<file path="config.mk">
export PLATFORM = sky130hd
export DESIGN_NAME = iter_alu
export DESIGN_NICKNAME = d
export VERILOG_FILES = /design/src/rtl/iter_alu.sv
export SDC_FILE = /design/constraint.sdc
export NUM_CORES = 1
export LEC_CHECK = 0
export CAP_MARGIN = 20
export CORE_ASPECT_RATIO = 0.6
export CORE_MARGIN = 2
export CORE_UTILIZATION = 54
export DETAILED_ROUTE_END_ITERATION = 16
export MAX_ROUTING_LAYER = met4
export PLACE_DENSITY = 0.87
export SKIP_LAST_GASP = 1
export SYNTH_ARGS = -nofsm -noshare
export SYNTH_HDL_FRONTEND = slang
export SYNTH_SLANG_ARGS = --single-unit
</file>
<file path="constraint.sdc">
create_clock -name clk -period 3.4 [get_ports clk]
set_clock_uncertainty 0.2 [all_clocks]
set_input_delay 0.68 -clock clk [delete_from_list [all_inputs] [get_ports clk]]
set_output_delay 0.68 -clock clk [all_outputs]
set_load 0.1 [all_outputs]
</file>
<file path="src/rtl/iter_alu.sv">
// Multi-cycle ALU with integrated aluop/func3/func7 decode: single-cycle logic/add/compare,
// bit-serial shifts and shift-add multiply behind a valid/ready handshake.
module iter_alu #(
    parameter int XLEN = 32,
    parameter int SHW  = $clog2(XLEN)
) (
    input  logic            clk,
    input  logic            rst_n,
    input  logic            in_valid,
    output logic            in_ready,
    input  logic [1:0]      aluop,
    input  logic [2:0]      func3,
    input  logic [6:0]      func7,
    input  logic [XLEN-1:0] a,
    input  logic [XLEN-1:0] b,
    output logic            out_valid,
    input  logic            out_ready,
    output logic [XLEN-1:0] result,
    output logic            zero,
    output logic [3:0]      alucontrol
);

    localparam logic [3:0] OP_AND  = 4'b0000;
    localparam logic [3:0] OP_OR   = 4'b0001;
    localparam logic [3:0] OP_ADD  = 4'b0010;
    localparam logic [3:0] OP_XOR  = 4'b0011;
    localparam logic [3:0] OP_SLL  = 4'b0100;
    localparam logic [3:0] OP_SRL  = 4'b0101;
    localparam logic [3:0] OP_SUB  = 4'b0110;
    localparam logic [3:0] OP_SRA  = 4'b0111;
    localparam logic [3:0] OP_SLT  = 4'b1000;
    localparam logic [3:0] OP_SLTU = 4'b1001;
    localparam logic [3:0] OP_MUL  = 4'b1010;

    // The counter must hold XLEN itself for the multiply loop.
    localparam int CNT_W = SHW + 1;

    typedef enum logic [1:0] {S_IDLE, S_SHIFT, S_MUL, S_DONE} state_t;

    state_t            state_q;
    logic              in_ready_q;
    logic              out_valid_q;
    logic [XLEN-1:0]   result_q;
    logic [3:0]        alucontrol_q;
    logic [XLEN-1:0]   acc_q;
    logic [XLEN-1:0]   mcand_q;
    logic [XLEN-1:0]   mplier_q;
    logic [CNT_W-1:0]  cnt_q;

    logic [3:0]        op_d;
    logic [XLEN-1:0]   alu_res_d;
    logic [XLEN-1:0]   shift_step_d;
    logic [XLEN-1:0]   mul_sum_d;
    logic [SHW-1:0]    shamt;
    logic              is_shift;

    assign shamt    = b[SHW-1:0];
    assign is_shift = (op_d == OP_SLL) || (op_d == OP_SRL) || (op_d == OP_SRA);

    always_comb begin
        op_d = OP_ADD;
        case (aluop)
            2'b00: op_d = OP_ADD;
            2'b01: op_d = OP_SUB;
            2'b10: begin
                case ({func7, func3})
                    10'b0000000_000: op_d = OP_ADD;
                    10'b0100000_000: op_d = OP_SUB;
                    10'b0000000_111: op_d = OP_AND;
                    10'b0000000_110: op_d = OP_OR;
                    10'b0000000_100: op_d = OP_XOR;
                    10'b0000000_001: op_d = OP_SLL;
                    10'b0000000_101: op_d = OP_SRL;
                    10'b0100000_101: op_d = OP_SRA;
                    10'b0000000_010: op_d = OP_SLT;
                    10'b0000000_011: op_d = OP_SLTU;
                    10'b0000001_000: op_d = OP_MUL;
                    default:         op_d = OP_ADD;
                endcase
            end
            default: begin
                case (func3)
                    3'b000:  op_d = OP_ADD;
                    3'b010:  op_d = OP_SLT;
                    3'b011:  op_d = OP_SLTU;
                    3'b100:  op_d = OP_XOR;
                    3'b110:  op_d = OP_OR;
                    3'b111:  op_d = OP_AND;
                    3'b001:  op_d = OP_SLL;
                    default: op_d = func7[5] ? OP_SRA : OP_SRL;
                endcase
            end
        endcase
    end

    // Shifts land here only with shamt==0, where the result is simply a.
    always_comb begin
        alu_res_d = a;
        case (op_d)
            OP_AND:  alu_res_d = a & b;
            OP_OR:   alu_res_d = a | b;
            OP_XOR:  alu_res_d = a ^ b;
            OP_ADD:  alu_res_d = a + b;
            OP_SUB:  alu_res_d = a - b;
            OP_SLT:  alu_res_d = {{(XLEN-1){1'b0}}, ($signed(a) < $signed(b))};
            OP_SLTU: alu_res_d = {{(XLEN-1){1'b0}}, (a < b)};
            default: alu_res_d = a;
        endcase
    end

    always_comb begin
        shift_step_d = {1'b0, acc_q[XLEN-1:1]};
        case (alucontrol_q)
            OP_SLL:  shift_step_d = {acc_q[XLEN-2:0], 1'b0};
            OP_SRA:  shift_step_d = {acc_q[XLEN-1], acc_q[XLEN-1:1]};
            default: shift_step_d = {1'b0, acc_q[XLEN-1:1]};
        endcase
    end

    assign mul_sum_d = acc_q + (mplier_q[0] ? mcand_q : '0);

    always_ff @(posedge clk) begin
        if (!rst_n) begin
            state_q      <= S_IDLE;
            in_ready_q   <= 1'b1;
            out_valid_q  <= 1'b0;
            result_q     <= '0;
            alucontrol_q <= OP_ADD;
            acc_q        <= '0;
            mcand_q      <= '0;
            mplier_q     <= '0;
            cnt_q        <= '0;
        end else begin
            case (state_q)
                S_IDLE: begin
                    if (in_valid) begin
                        alucontrol_q <= op_d;
                        in_ready_q   <= 1'b0;
                        if (op_d == OP_MUL) begin
                            state_q  <= S_MUL;
                            acc_q    <= '0;
                            mcand_q  <= a;
                            mplier_q <= b;
                            cnt_q    <= CNT_W'(XLEN);
                        end else if (is_shift && (shamt != '0)) begin
                            state_q <= S_SHIFT;
                            acc_q   <= a;
                            cnt_q   <= {1'b0, shamt};
                        end else begin
                            state_q     <= S_DONE;
                            result_q    <= alu_res_d;
                            out_valid_q <= 1'b1;
                        end
                    end
                end
                S_SHIFT: begin
                    acc_q <= shift_step_d;
                    cnt_q <= cnt_q - 1'b1;
                    if (cnt_q == CNT_W'(1)) begin
                        state_q     <= S_DONE;
                        result_q    <= shift_step_d;
                        out_valid_q <= 1'b1;
                    end
                end
                S_MUL: begin
                    acc_q    <= mul_sum_d;
                    mcand_q  <= {mcand_q[XLEN-2:0], 1'b0};
                    mplier_q <= {1'b0, mplier_q[XLEN-1:1]};
                    cnt_q    <= cnt_q - 1'b1;
                    if (cnt_q == CNT_W'(1)) begin
                        state_q     <= S_DONE;
                        result_q    <= mul_sum_d;
                        out_valid_q <= 1'b1;
                    end
                end
                default: begin
                    if (out_ready) begin
                        state_q     <= S_IDLE;
                        out_valid_q <= 1'b0;
                        in_ready_q  <= 1'b1;
                    end
                end
            endcase
        end
    end

    assign in_ready   = in_ready_q;
    assign out_valid  = out_valid_q;
    assign result     = result_q;
    assign zero       = (result_q == '0);
    assign alucontrol = alucontrol_q;

endmodule

</file>
==> results of run 1 <==
metal layers:
metal,global-route usage,GRT overflow
met5,-,-
met4,0.622,1
met3,0.556,0
met2,0.830,1
met1,0.689,0
synthesized netlist by cell type, drive strengths merged (6+ instances only):
master   count
nand2      250
nor2       207
o21ai      198
a21oi      181
dfxtp      142
ha         133
clkbuf     117
inv        105
o211ai      82
nor3        46
and2        37
nand3       31
a211oi      29
a21o        29
a221oi      26
a22oi       26
buf         24
nor4        24
xnor2       23
a31oi       21
mux2i       20
nand2b      17
o21bai      16
nor2b       15
nand4       14
o22ai       14
o21a        12
or3         12
o31ai       11
xor2        10
a31o         9
or2          9
a2111oi      8
a21boi       8
o221ai       8
o41ai        7
a211o        6
a221o        6
o211a        6
kinds of logic after synthesis:
| logic type | synth area share |
|---|---|
| AOI/OAI and AO/OA | 0.353 |
| xor gates and xnor gates | 0.0204 |
| adders and majority gates | 0.122 |
| buffers and inverters | 0.0677 |
| DFF | 0.201 |
| muxes | 0.0165 |
| and+or+nand+nor | 0.220 |
metrics by stage:
stage	hold slack [ps]	area, um2
floorplan	260	14200
global placement	274	18900
detailed placement	298	18900
CTS	316	20300
timing repair:
item                       in CTS
resized for setup             184
pin swaps                      41
buffers inserted               19
cloned                          1
setup endpoints to repair      50
hold buffers                    0
==> reports/results.txt, run 1 <==
Number of buffers created by CTS: 17. Total placed cells including tap cells: 2,817. The logs give 0.201 for the post-synthesis sequential area ratio and 47,000 um for the HPWL after detailed placement. The run gives 1.28 as the placer's final routability congestion estimate.

The tool reported: "[ERROR GRT-0232] Routing congestion too high. Check the congestion heatmap in the GUI". The floorplan has 45 rows. The net count of the mapped netlist was 2,241.

Last stage the flow got to: global routing (5_1_grt). After the last repair the worst path ends at a sequential cell input. The synthesized area divided by synthesized cell count is 6.99 um2. Worst endpoint from the post-global-route timing repair: result[31]$_SDFFE_PN0P_/D.

For the maximum number of buffers from clock root to sink, the log shows 2. The tree is rooted in a sky130_fd_sc_hd__clkbuf_16. The number of synthesized register bits was 142; the count of input and output buffers was 118.

The initial core utilization is 0.555. Sorting the synthesized cells by area gives the leading types as sky130_fd_sc_hd__dfxtp_1 20%, sky130_fd_sc_hd__ha_1 12%, sky130_fd_sc_hd__o21ai_0 6.8%. In this run the horizontal extent of the chip is 213 um. Yosys printed 0 warnings. Measured along the y axis, the die boundary spans 129 um. Pin placement for this block handled 119 I/O pins. The synthesized netlist contains 91 unique library cells.

For this run, the leading register cell type out of synthesis is sky130_fd_sc_hd__dfxtp_1. The total global routing overflow came out at 2. H-tree depth: 4.

Entering global routing, the biggest net connects 143 pins. The global-route usage over all layers came out at 0.690. Total standard cell area after synthesis: 14,200 um2.

The flow did not finish. Area share of the largest cell type after synthesis: 0.201. The run gives 2,025 as the synthesized instance count.

The fraction of registers with async set/reset was 0; the number of enable flip-flop cells after synthesis was 0. The most area-hungry cell type in the Yosys netlist was sky130_fd_sc_hd__dfxtp_1. The worst setup slack before clock tree synthesis is -958 ps. The tree built by TritonCTS fans out to 142 sinks.
==> run 2, diff against run 1 <==
--- a/config.mk
+++ b/config.mk
@@ -6,12 +6,10 @@
 export NUM_CORES = 1
 export LEC_CHECK = 0
 export CAP_MARGIN = 20
-export CORE_ASPECT_RATIO = 0.6
 export CORE_MARGIN = 2
-export CORE_UTILIZATION = 54
+export CORE_UTILIZATION = 40
 export DETAILED_ROUTE_END_ITERATION = 16
-export MAX_ROUTING_LAYER = met4
-export PLACE_DENSITY = 0.87
+export PLACE_DENSITY_LB_ADDON = 0.15
 export SKIP_LAST_GASP = 1
 export SYNTH_ARGS = -nofsm -noshare
 export SYNTH_HDL_FRONTEND = slang
==> constraint.sdc (replaced) <==
create_clock -name clk -period 4.42 [get_ports clk]
set_clock_uncertainty 0.2 [all_clocks]
set_input_delay 0.884 -clock clk [delete_from_list [all_inputs] [get_ports clk]]
set_output_delay 0.884 -clock clk [all_outputs]
set_load 0.1 [all_outputs]
==> reports/results.txt, run 2 <==
The proportion of total power due to net switching was 0.509; the H-tree depth was 4. The HPWL after detailed placement is 49,200 um. The placer's final routability congestion estimate was 0.975; the initial core utilization was 0.408. The nature of the critical path startpoint is a primary input. Counting every net in the synthesized netlist gives 2,241. For the internal power consumption, the log shows 4280 uW. In this design, the largest share of critical-path delay is due to compound AO/OA/AOI/OAI gates. Relative to the synthesized area, the layout overhead comes to 28.6%.

The type of the tightest min-delay check is reg2reg. The number of buffers created by CTS came out at 17. Synthesis instantiated 91 different standard cells from the library. Pin placement for this block handled 119 I/O pins. Endpoint type of the worst setup path: a flip-flop. The buffers plus inverters on the worst setup path came out at 3. The flow ran to the end, and the final reports show no timing, DRC or antenna violations. In the synthesized netlist the dominant register cell turns out to be sky130_fd_sc_hd__dfxtp_1. The final period demand of the worst path was 4270 ps. The number of global-route vias before repair is 15,300, and the number of setup buffers added after CTS is 0.

After filler insertion, the fill cell instance count of the layout stands at 3,507. The tree built by TritonCTS fans out to 142 sinks. Summed over all cells, the static leakage comes to 0.00771 uW. Yosys instantiated no cell more often than sky130_fd_sc_hd__nand2_1.

Initial antenna violation count: 1. Category of the critical setup timing path: in2reg. Entering global routing, the biggest net connects 79 pins.

The tools report the post-synthesis sequential area ratio as 0.201. The part of the cycle the worst path needs is 0.966, and the maximum fanout count along the critical path is 3. The total count of hold-check failures in the final report is 0.

The cell repeated most along the worst path was sky130_fd_sc_hd__a31oi_1. The ratio of cells with drive above 1 in the final layout was 0.155. IR analysis of the VDD net gives a maximum drop of 0.434 mV.

The run gives 0 as the number of pins exceeding their max-slew limit in the final report. 0 antenna diodes ended up in the layout. Setup violations remaining at the end of the flow were counted as 0.

TritonCTS built the clock tree. The count of TritonRoute iterations in the first routing pass was 5; the reported max-cap violation count was 0. The count of nets left with antenna violations once routing finished came out at 0. The routed layout has 16,600 vias. The most common library cell in the layout ignoring fill and taps was sky130_fd_sc_hd__buf_4. From bottom edge to top edge, the die measures 192 um. The run gives 0.251 as the relative slew slack.

For this design the total switching power over the nets is 4440 uW. The sequential power share is 0.247, and the arrival time at the worst endpoint is 4400 ps. Ranked by instance count, the synthesized netlist is headed by 248 x sky130_fd_sc_hd__nand2_1, 207 x sky130_fd_sc_hd__nor2_1, 192 x sky130_fd_sc_hd__o21ai_0, 181 x sky130_fd_sc_hd__a21oi_1, 142 x sky130_fd_sc_hd__dfxtp_1. In the layout the commonest cells are 260 x sky130_fd_sc_hd__buf_4, 248 x sky130_fd_sc_hd__nand2_1, 206 x sky130_fd_sc_hd__nor2_1, 191 x sky130_fd_sc_hd__o21ai_0, 180 x sky130_fd_sc_hd__a21oi_1.

The run gives 34,700 um2 as the core area. The fraction of registers with async set/reset works out to 0. On the critical path, the stage with the largest delay is an instance of sky130_fd_sc_hd__clkdlybuf4s50_1. After clock tree synthesis, the repair step resized 0 gates.

Overall power consumption after layout is estimated at 8720 uW. The first-pass GRT wire length is 94,300 um. The combined area of the multi-input logic cells is 10,400 um2. Summed over all layers, the routed wires come to 62,600 um. In the final routed layout, each cell accounts on average for 22.7 um. The die covers 36,900 um2.

The area of all sequential standard cells is 2840 um2. The run gives 0 as the total of hold buffers inserted after clock tree synthesis. Sorting the synthesized cells by area gives the leading types as sky130_fd_sc_hd__dfxtp_1 20%, sky130_fd_sc_hd__ha_1 12%, sky130_fd_sc_hd__o21ai_0 6.8%. In the final design database the tool counted 2,509 nets. The transition at the pin with the smallest max-transition slack was 1120 ps.

The maximum number of buffers from clock root to sink is 2, and the clock-pin transition on the worst setup and hold timing paths is 60 ps. The number of synthesized register bits is 142. The count of input and output buffers works out to 118. In this design, the stage delay of the slowest critical-path cell is 550 ps. The first-iteration detailed-routing DRC count is 1,724. The tools report the global-route usage over all layers as 0.340.

The width of the chip came out at 192 um. The run gives 4550 ps as the critical path required time. The cell count after synthesis came out at 2,025. The cell sitting at the root of the clock tree is a sky130_fd_sc_hd__clkbuf_16.

The combinational cell fraction of total power is 0.581. Final hold analysis gives a worst-case slack of 313 ps. Clock latency reported for the late side of the worst-skew pair: 450 ps. The total overflow left after global routing is 0.

The number of enable flip-flop cells after synthesis is 0, and the area share of the largest cell type after synthesis is 0.201. The number of cell rows is 68, and the warning count from the yosys run is 0. A synthesized cell averages 6.99 um2.

The tools report the post-detailed-route DRC marker count as 0. Walking the worst path, the cells encountered are clkdlybuf4s50_1 > inv_1 > ha_1 > or3_4 > buf_4 > nor4_1 > o21ai_0 > a31oi_1 > a31oi_1 > o41ai_2 > mux2i_1 > a31oi_1 > o211ai_1. Timing would allow up to 234 MHz. The number of vias per cell was 6.00. The total standard cell area after synthesis is 14,200 um2.

Of all cell types, the one taking the most synthesized area is sky130_fd_sc_hd__dfxtp_1. The clock network fraction of design power was 0.172. The power density of the placed cells was 479 nW/um2.
-- run 2: cell counts after synthesis --
Identical to the previous run, type by type.
-- run 2: path summary, 6_finish.rpt --
kind / to / from / slack [ps] / depth (start not counted)
hold reg to reg: mplier_q[6]$_SDFFE_PN0P_ / mplier_q[6]$_SDFFE_PN0P_ / 310 / 2
setup / recovery: result[31]$_SDFFE_PN0P_ / a[12] / 150 / 13
hold / removal: mplier_q[6]$_SDFFE_PN0P_ / mplier_q[6]$_SDFFE_PN0P_ / 310 / 2
setup reg to reg: result[24]$_SDFFE_PN0P_ / mplier_q[0]$_SDFFE_PN0P_ / 320 / 16
-- run 2: area by class of cell --
class | instances | area share
repair buffers | 390 | 0.186
flip-flops and latches | 142 | 0.156
clock inverters | 12 | 0.00756
multi-input cells | 1635 | 0.573
inverters | 107 | 0.0221
well taps | 455 | 0.0313
clock buffers | 18 | 0.0236
-- run 2: cells by family (layout without fill, tap and decap cells) --
family | after synthesis | in the layout | share of synthesized area
xor+xnor | 33 | 33 | 0.0204
mux | 23 | 23 | 0.0165
fa+ha+maj | 136 | 136 | 0.122
flops | 142 | 142 | 0.201
simple gates | 683 | 683 | 0.220
compound gates | 760 | 760 | 0.353
buf+inv | 248 | 527 | 0.0677
-- run 2: worst reg2reg max path, cell delays in order (launching register included) --
cell and delay (ps):
sky130_fd_sc_hd__dfxtp_1 320, sky130_fd_sc_hd__and2_1 190, sky130_fd_sc_hd__ha_1 220, sky130_fd_sc_hd__fa_1 420, sky130_fd_sc_hd__a211oi_1 320, sky130_fd_sc_hd__o21ai_0 230, sky130_fd_sc_hd__a211oi_1 350, sky130_fd_sc_hd__nor4b_1 130
sky130_fd_sc_hd__buf_4 160, sky130_fd_sc_hd__buf_4 130, sky130_fd_sc_hd__o31a_1 280, sky130_fd_sc_hd__nor3_1 160, sky130_fd_sc_hd__o32ai_1 130, sky130_fd_sc_hd__buf_4 190, sky130_fd_sc_hd__nor2_1 310, sky130_fd_sc_hd__o32a_1 200
sky130_fd_sc_hd__o31ai_1 60
-- run 2: metal layers --
layer	vias up	share of wire	track usage
li1	7895	-	-
met1	7851	0.48	0.514
met2	736	0.41	0.481
met3	69	0.095	0.0817
met4	2	0.016	0.0699
met5	-	0.00011	0
-- run 2: per-stage QoR --
stage / instance area, um2 / worst slack [ps] / utilization / cells / TNS, ps
floorplan: 14200 / 593 / - / 2025 / 0
global placement: 17600 / -234 / 0.507 / 2729 / -1360
detailed placement: 17600 / -266 / 0.507 / 2729 / -2080
CTS: 18200 / 179 / 0.524 / 2759 / 0
global route: 18200 / -8.35 / 0.524 / 2759 / -8.35
finish: 18200 / 149 / 0.524 / 2759 / 0
-- run 2: power by group through the flow --
| stage | Combinational (uW) | Sequential (uW) | Clock (uW) |
|---|---|---|---|
| global route | 5430 | 2200 | 1560 |
| floorplan | 2600 | 2740 | 0 |
| CTS | 4970 | 2140 | 1520 |
| detailed placement | 4940 | 2160 | 0 |
| finish | 5060 | 2150 | 1500 |
| global placement | 4920 | 2160 | 0 |
Note: power is estimated with default switching activity, not from simulation.
==> run 3, diff against run 2 <==
--- a/config.mk
+++ b/config.mk
@@ -9,7 +9,9 @@
 export CORE_MARGIN = 2
 export CORE_UTILIZATION = 40
 export DETAILED_ROUTE_END_ITERATION = 16
+export HOLD_SLACK_MARGIN = 0.06
 export PLACE_DENSITY_LB_ADDON = 0.15
+export SKIP_CTS_REPAIR_TIMING = 1
 export SKIP_LAST_GASP = 1
 export SYNTH_ARGS = -nofsm -noshare
 export SYNTH_HDL_FRONTEND = slang
==> results of run 3 <==
The final DEF is identical to that of run 2; final timing and power are the same.
